==> config.mk <==
export PLATFORM = sky130hd
export DESIGN_NAME = node_injector
export DESIGN_NICKNAME = d
export VERILOG_FILES = /design/src/rtl/node_injector.sv
export SDC_FILE = /design/constraint.sdc
export NUM_CORES = 1
export LEC_CHECK = 0
export BUFFER_PORTS_ARGS = -buffer_cell sky130_fd_sc_hd__buf_2
export CAP_MARGIN = 0
export CORE_MARGIN = 2
export CORE_UTILIZATION = 45
export CTS_CLUSTER_SIZE = 20
export DETAILED_ROUTE_END_ITERATION = 7
export PLACE_DENSITY = 0.71
export SLEW_MARGIN = 30
export SYNTH_ARGS = -nofsm -noshare
export SYNTH_HDL_FRONTEND = slang
export SYNTH_SLANG_ARGS = --single-unit
==> constraint.sdc <==
create_clock -name clk -period 2.37 [get_ports clk]
set_input_delay 0.237 -clock clk [delete_from_list [all_inputs] [get_ports clk]]
set_output_delay 0.237 -clock clk [all_outputs]
set_load 0.05 [all_outputs]
==> src/rtl/node_injector.sv <==
// Node injector: turns packet descriptors plus body payloads into router flits, with round-robin VC choice.
// Optional statistics counters (pkt/flit/stall) are enabled by defining NODE_INJECTOR_STATS_EN.

package noc_params;
  localparam int DEST_ADDR_SIZE_X  = 2;
  localparam int DEST_ADDR_SIZE_Y  = 2;
  localparam int VC_NUM            = 4;
  localparam int VC_SIZE           = (VC_NUM > 1) ? $clog2(VC_NUM) : 1;
  localparam int FLIT_DATA_SIZE    = 16;
  localparam int HEAD_PAYLOAD_SIZE = FLIT_DATA_SIZE - DEST_ADDR_SIZE_X - DEST_ADDR_SIZE_Y;

  typedef enum logic [1:0] {HEAD, BODY, TAIL, HEADTAIL} flit_label_t;

  typedef struct packed {
    logic [DEST_ADDR_SIZE_X-1:0]  x_dest;
    logic [DEST_ADDR_SIZE_Y-1:0]  y_dest;
    logic [HEAD_PAYLOAD_SIZE-1:0] head_pl;
  } head_data_t;

  typedef union packed {
    head_data_t                head_data;
    logic [FLIT_DATA_SIZE-1:0] bt_pl;
  } flit_data_t;

  typedef struct packed {
    flit_label_t        flit_label;
    logic [VC_SIZE-1:0] vc_id;
    flit_data_t         data;
  } flit_t;
endpackage

module node_injector #(
  parameter  int MAX_PKT_LEN = 16,
  localparam int LEN_W       = $clog2(MAX_PKT_LEN + 1)
) (
  input  logic                                     clk,
  input  logic                                     rst,
  input  logic                                     pkt_valid_i,
  output logic                                     pkt_ready_o,
  input  logic [noc_params::DEST_ADDR_SIZE_X-1:0]  pkt_x_dest_i,
  input  logic [noc_params::DEST_ADDR_SIZE_Y-1:0]  pkt_y_dest_i,
  input  logic [LEN_W-1:0]                         pkt_len_i,
  input  logic [noc_params::HEAD_PAYLOAD_SIZE-1:0] pkt_head_pl_i,
  input  logic                                     pl_valid_i,
  output logic                                     pl_ready_o,
  input  logic [noc_params::FLIT_DATA_SIZE-1:0]    pl_data_i,
  output noc_params::flit_t                        data_o,
  output logic                                     is_valid_o,
  input  logic [noc_params::VC_NUM-1:0]            is_on_off_i,
  input  logic [noc_params::VC_NUM-1:0]            is_allocatable_i
`ifdef NODE_INJECTOR_STATS_EN
  ,
  output logic [15:0]                              pkt_cnt_o,
  output logic [15:0]                              flit_cnt_o,
  output logic [15:0]                              stall_cnt_o
`endif
);

  localparam int VC_NUM  = noc_params::VC_NUM;
  localparam int VC_SIZE = noc_params::VC_SIZE;

  typedef enum logic [1:0] {IDLE, VC_SEL, BODY} state_e;

  state_e                                   state_q, state_d;
  logic [VC_SIZE-1:0]                       rr_q, rr_d;
  logic [VC_SIZE-1:0]                       vc_q, vc_d;
  logic [LEN_W-1:0]                         len_q, len_d;
  logic [noc_params::DEST_ADDR_SIZE_X-1:0]  x_q, x_d;
  logic [noc_params::DEST_ADDR_SIZE_Y-1:0]  y_q, y_d;
  logic [noc_params::HEAD_PAYLOAD_SIZE-1:0] hpl_q, hpl_d;
  noc_params::flit_t                        data_q, data_d;
  logic                                     valid_q, valid_d;

  logic               found;
  logic [VC_SIZE-1:0] pick;
  logic [VC_SIZE-1:0] cand;
  logic [LEN_W-1:0]   len_clamped;
  logic               pl_fire;

  // Search order starts one past the last used VC and wraps, so each VC gets a turn.
  always_comb begin
    found = 1'b0;
    pick  = '0;
    cand  = '0;
    for (int unsigned i = 1; i <= VC_NUM; i++) begin
      cand = VC_SIZE'((32'(rr_q) + i) % VC_NUM);
      if (!found && is_allocatable_i[cand] && is_on_off_i[cand]) begin
        found = 1'b1;
        pick  = cand;
      end
    end
  end

  always_comb begin
    if (pkt_len_i == '0)                      len_clamped = LEN_W'(1);
    else if (pkt_len_i > LEN_W'(MAX_PKT_LEN)) len_clamped = LEN_W'(MAX_PKT_LEN);
    else                                      len_clamped = pkt_len_i;
  end

  always_comb begin
    state_d     = state_q;
    rr_d        = rr_q;
    vc_d        = vc_q;
    len_d       = len_q;
    x_d         = x_q;
    y_d         = y_q;
    hpl_d       = hpl_q;
    data_d      = data_q;
    valid_d     = 1'b0;
    pkt_ready_o = 1'b0;
    pl_ready_o  = 1'b0;
    pl_fire     = 1'b0;
    unique case (state_q)
      IDLE: begin
        pkt_ready_o = 1'b1;
        if (pkt_valid_i) begin
          x_d     = pkt_x_dest_i;
          y_d     = pkt_y_dest_i;
          hpl_d   = pkt_head_pl_i;
          len_d   = len_clamped;
          state_d = VC_SEL;
        end
      end
      VC_SEL: begin
        if (found) begin
          data_d                        = '0;
          data_d.flit_label             = (len_q == LEN_W'(1)) ? noc_params::HEADTAIL : noc_params::HEAD;
          data_d.vc_id                  = pick;
          data_d.data.head_data.x_dest  = x_q;
          data_d.data.head_data.y_dest  = y_q;
          data_d.data.head_data.head_pl = hpl_q;
          valid_d = 1'b1;
          rr_d    = pick;
          vc_d    = pick;
          len_d   = len_q - LEN_W'(1);
          state_d = (len_q == LEN_W'(1)) ? IDLE : BODY;
        end
      end
      BODY: begin
        pl_ready_o = is_on_off_i[vc_q];
        pl_fire    = pl_valid_i && is_on_off_i[vc_q];
        if (pl_fire) begin
          data_d            = '0;
          data_d.flit_label = (len_q == LEN_W'(1)) ? noc_params::TAIL : noc_params::BODY;
          data_d.vc_id      = vc_q;
          data_d.data.bt_pl = pl_data_i;
          valid_d = 1'b1;
          len_d   = len_q - LEN_W'(1);
          if (len_q == LEN_W'(1)) state_d = IDLE;
        end
      end
      default: state_d = IDLE;
    endcase
    if (rst) begin
      pkt_ready_o = 1'b0;
      pl_ready_o  = 1'b0;
    end
  end

  always_ff @(posedge clk) begin
    if (rst) begin
      state_q <= IDLE;
      rr_q    <= '0;
      vc_q    <= '0;
      len_q   <= '0;
      x_q     <= '0;
      y_q     <= '0;
      hpl_q   <= '0;
      data_q  <= '0;
      valid_q <= 1'b0;
    end else begin
      state_q <= state_d;
      rr_q    <= rr_d;
      vc_q    <= vc_d;
      len_q   <= len_d;
      x_q     <= x_d;
      y_q     <= y_d;
      hpl_q   <= hpl_d;
      data_q  <= data_d;
      valid_q <= valid_d;
    end
  end

  assign data_o     = data_q;
  assign is_valid_o = valid_q;

`ifdef NODE_INJECTOR_STATS_EN
  logic [15:0] pkt_cnt_q, flit_cnt_q, stall_cnt_q;

  always_ff @(posedge clk) begin
    if (rst) begin
      pkt_cnt_q   <= '0;
      flit_cnt_q  <= '0;
      stall_cnt_q <= '0;
    end else begin
      if (valid_d) flit_cnt_q <= flit_cnt_q + 16'd1;
      if (valid_d && (data_d.flit_label == noc_params::TAIL ||
                      data_d.flit_label == noc_params::HEADTAIL))
        pkt_cnt_q <= pkt_cnt_q + 16'd1;
      if (state_q == BODY && pl_valid_i && !pl_ready_o) stall_cnt_q <= stall_cnt_q + 16'd1;
    end
  end

  assign pkt_cnt_o   = pkt_cnt_q;
  assign flit_cnt_o  = flit_cnt_q;
  assign stall_cnt_o = stall_cnt_q;
`endif

endmodule

Word-level counts from Yosys, hierarchy flattened:

Index checks and enable logic that the tools add are counted.

* output and inout port bits: 23
* flip-flop bits (word level): 46
* word-level logic and storage cells: 98

* add/sub/neg operators: 5
* mux-type cells: 50
* equal/unequal tests: 7
* reduce and logical (&&, ||, !) cells: 20
* $lt $le $gt $ge: 6

Operators by type and width (number)
* $mux W20: 2
* $pmux W20 S2: 1
* $mux W5: 5
* $mux W2: 11
* $mux W1: 19
* $bmux W1 S2: 9
* $lt A2 B3 Y1 const B: 5
* $pmux W5 S3: 1
* $logic_and A1 B1 Y1: 8
* $ne A2 B2 Y1 const B: 4
* $reduce_and A4 Y1: 2
* $pmux W2 S3: 1
* $eq A5 B1 Y1 const B: 1
* $gt A5 B5 Y1 const B: 1
* $logic_not A5 Y1: 1
* $sub A5 B1 Y5 const B: 1
* $add A2 B1 Y2 const B: 2
* $add A2 B2 Y2 const B: 2
* $reduce_and A2 Y1: 2
* $logic_not A1 Y1: 3
* $reduce_and A3 Y1: 1
* $reduce_bool A3 Y1: 1
* $eq A2 B1 Y1 const B: 1
* $eq A2 B2 Y1 const B: 1
* 3 further kinds: 3

Longest topological paths before layout:

* depth after elaboration: 19
* mapped depth: 9
* gate-level depth less buffers: 7

Worst setup path before layout:

No wires, ideal clock.

* kind: register -> output
* from: register state_q[0]
* to: output pl_ready_o
* data required time: 2.133 ns
* data arrival time: 2.425 ns
* cell stages (with the launch flop): 7
* path buffers: 2
* slack: -0.292 ns
* path through: dfxtp_1 inv_1 ha_1 clkbuf_1 clkbuf_1 inv_1 nor3_1

* longest elaborated chain between the ends: 3

RTL lines
* start, declared: line 64 `state_e state_q, state_d;`
* start signal, assigned: line 172 `state_q <= state_d;`
* $eq A2 B2 Y1: line 113 `unique case (state_q)`
* $mux W1: line 113
* $mux W1: line 154 `if (rst) begin`
* end, declared: line 45 `output logic pl_ready_o,`

No other way between the ends.

Final worst setup path:

* from: register state_q[0]
* to: register len_q[0]

* longest elaborated chain between the ends: 3
* elaborated cells on any way between the ends: 9
* those cells by class: 5 x eq/ne; 1 x mux; 3 x reduce/logical

RTL lines
* $eq A2 B2 Y1 (tied with other cells): line 113
* $ne A2 B2 Y1 (no source line) or $reduce_bool A3 Y1 (tied branches)
* $reduce_and A4 Y1 (no source line)
* end signal, assigned: line 175 `len_q <= len_d;`
* end, declared: line 67 `logic [LEN_W-1:0] len_q, len_d;`

Parallel ways exist; a longest one is shown, timed or not.
A chain may end at the register's enable or synchronous reset.

==> results by group <==
Placed design
  – Placed Cells: 403
  – Post-DP HPWL: 4.22 mm
  – # port buffers: 71
  – Pre-CTS WS: 0.380 ns
  – Placer Congestion: 0.894
  – Placed inst area: 0.00280 mm²

Power
  – NetSw: approximately 1.6 mW
  – Leakage dissipation: 1.14 nW
  – P_int: 1.96 mW
  – Clock group share of total power: 16.8%
  – Combinational share of power: between 50% and 60%
  – PwrDens: 1220 mW/mm²
  – Design Power: 3.55 mW
  – Switching part of the total power: around 45%
  – Max IR drop VDD: 521 µV
  – Sequential share of power: 31.0%

Global routing
  – Initial antenna violation count: 0
  – Largest net degree at the start of global routing: 31
  – Grt total ovfl: 0
  – GRT Util Overall: 20.2%
  – Vias in the first global route: 2138
  – First-pass GRT wire length: ~9.8 mm

Logic synthesis
  – Synthesized area: 0.00236 mm²
  – Sequential share of the synthesized area: just under 40%
  – Simple-gate share of the synthesized area: ~13%
  – Syn avg cell area: roughly 8.7 µm²
  – Most frequent cell after synthesis: dfxtp_1
  – Area leader, netlist: dfxtp_1
  – Post-Synth Adder-Cell Area: under 10%
  – Post-Synth XOR/XNOR Area: less than 1%
  – Most used DFF post-synth: dfxtp_1
  – Compound-cell area share of the yosys netlist: 30.8%
  – Synth async-reset ratio: 0%
  – Synth top area cells: dfxtp_1 39%, a21oi_1 9.3%, mux2i_1 7.6%
  – Synth warnings: 0
  – Seq cells post-synth: 46
  – Distinct cells, synth: 43
  – Multiplexer share of the synthesized area: 8.12%
  – Post-synth top area share: 39.1%
  – Synth Instances: 272
  – Top cells by count, synth: 46 x dfxtp_1, 44 x a21oi_1, 42 x nand2_1
  – Largest family of logic cells by synthesized area: compound AO/OA/AOI/OAI gates
  – EDFF count, synth: 0
  – Syn_nets: 327

Die
  – I/O pin total: 72
  – Die span in y: 76.4 µm
  – Die area: 0.00583 mm²
  – Row cnt: 26
  – Starting Density: 46.4%
  – Die X: 76.4 µm
  – Core area: 0.00507 mm²

Timing
  – Hold_ws: ~0.17 ns
  – RSZ-0062 raised after global routing: false
  – Setup violation total in the final timing report: 0
  – Post-layout min period: 2.00 ns
  – Final Skew: 0.00351 ns
  – Final period util: 84.3%
  – FMAX: 501 MHz
  – Setup TNS: 0 ns
  – Max-slew violation count: 0
  – Slew HR: approximately three fifths
  – Tightest Pin Transition: 0.611 ns
  – Final hold violations: 0
  – Final setup margin: 0.372 ns

Worst setup path
  – Worst setup EP type: flop
  – Crit path required time: 2.60 ns
  – Critical path type: reg -> reg
  – Crit start category: flop
  – Critical path arrival: 2.23 ns
  – Crit path max fanout: 11

Cells and area
  – Fillers: 504
  – Area Growth Syn to Fin: 23.4%
  – Post-Layout Cell Count: approximately 400
  – Multi-input gate area: 0.00132 mm²
  – Final #Nets: 395
  – Cell area after layout: 0.00291 mm²
  – Inserted Diodes: 0
  – Share of cells above drive strength 1: 31.4%
  – FF+latch area: 921 µm²
  – Final Util: 57.3%

Job
  – Max_cap viols: 0

CTS
  – Hold-fix buffers, CTS: 0
  – Num CTS Buffers: 5
  – CTS H-Tree Depth: 2
  – Worst-case clock buffer depth: 2
  – Worst skew pair latency: ~0.3 ns
  – CTS tree: yes
  – CTS root buffer: clkbuf_8
  – Post-CTS sizing: 0
  – Clock slew at reported path FFs: 0.09 ns
  – Postcts setup bufs: 0
  – TritonCTS Sinks: 46

Route
  – Vias: 2237
  – DR WL/cell: 14.1 µm
  – DR DRC count: 0
  – Vias per inst: 5.44
  – Final WL: between 5 and 6 mm
  – Initial drt markers: 151
  – Routed Antenna Nets: 0
  – TritonRoute pass-1 iters: 4

Outcome
  – Status: finished, final reports clean

Worst hold path
  – Worst hold path type: in -> reg
==> registers in the layout (all words and copies together) (netlist names) <==
name        count
data_o         20
hpl_q          12
len_q           5
state_q         2
vc_q            2
x_q             2
y_q             2
is_valid_o      1
==> layer usage <==
| metal | track usage (%) | share of wire, % | vias to the layer above |
|---|---|---|---|
| met5 | 0 | 0 | - |
| met4 | 6.55 | 0.99 | 0 |
| met3 | 4.27 | 5.4 | 8 |
| met2 | 31.8 | 46 | 66 |
| met1 | 27.7 | 48 | 1026 |
| li1 | - | - | 1137 |
==> final cells by class <==
class	count	area share [%]
Tap cell	70	3.01
Multi-Input combinational cell	197	45.4
Sequential cell	46	31.7
Inverter	8	1.03
Clock buffer	5	2.37
Timing Repair Buffer	82	15.1
Clock inverter	3	1.51
==> worst paths after layout <==
kind	from	to	slack [ns]	depth (start not counted)
hold / removal	pkt_x_dest_i[0]	x_q[0]$_SDFFE_PP0P_	0.17	3
setup / recovery	state_q[0]$_SDFFE_PP0P_	len_q[0]$_SDFFE_PP0P_	0.37	6
hold reg to reg	y_q[0]$_SDFFE_PP0P_	y_q[0]$_SDFFE_PP0P_	0.46	2
setup reg to reg	state_q[0]$_SDFFE_PP0P_	len_q[0]$_SDFFE_PP0P_	0.37	6
==> cell usage in the layout, fill, tap and decap left out, types with 5 or more instances in the layout <==
cell type and n:
buf_2 71, dfxtp_1 46, a21oi_1 44, nand2_1 42, mux2i_1 18, a211oi_1 12
buf_4 11, a211oi_2 10, inv_1 8, ha_1 6, o21ai_0 5, nor2b_1 5
nor2_1 5, clkbuf_8 5
==> power groups by stage <==
stage	Clock [mW]	Sequential (mW)	Combinational (mW)
after floorplan	0	1.38	1.13
after global placement	0	1.11	1.82
after detailed placement	0	1.12	1.85
after CTS	0.604	1.10	1.86
after global routing	0.635	1.13	2.03
final	0.596	1.10	1.85
==> worst max-delay path: stages (launching register included) <==
cell      delay (ns)
dfxtp_1         0.34
inv_1           0.08
ha_1            0.41
o21bai_1        0.16
a32o_1          0.30
or4_1           0.48
a31oi_1         0.16
==> cells by family after synthesis <==
logic type | after synthesis
XOR/XNOR | 1
AO/OA/AOI/OAI | 102
multiplexers | 19
buffers and inverters | 29
AND/OR/NAND/NOR | 69
adder cells (fa/ha/maj) | 6
flip-flops | 46
Note: power is estimated with default switching activity, not from simulation.
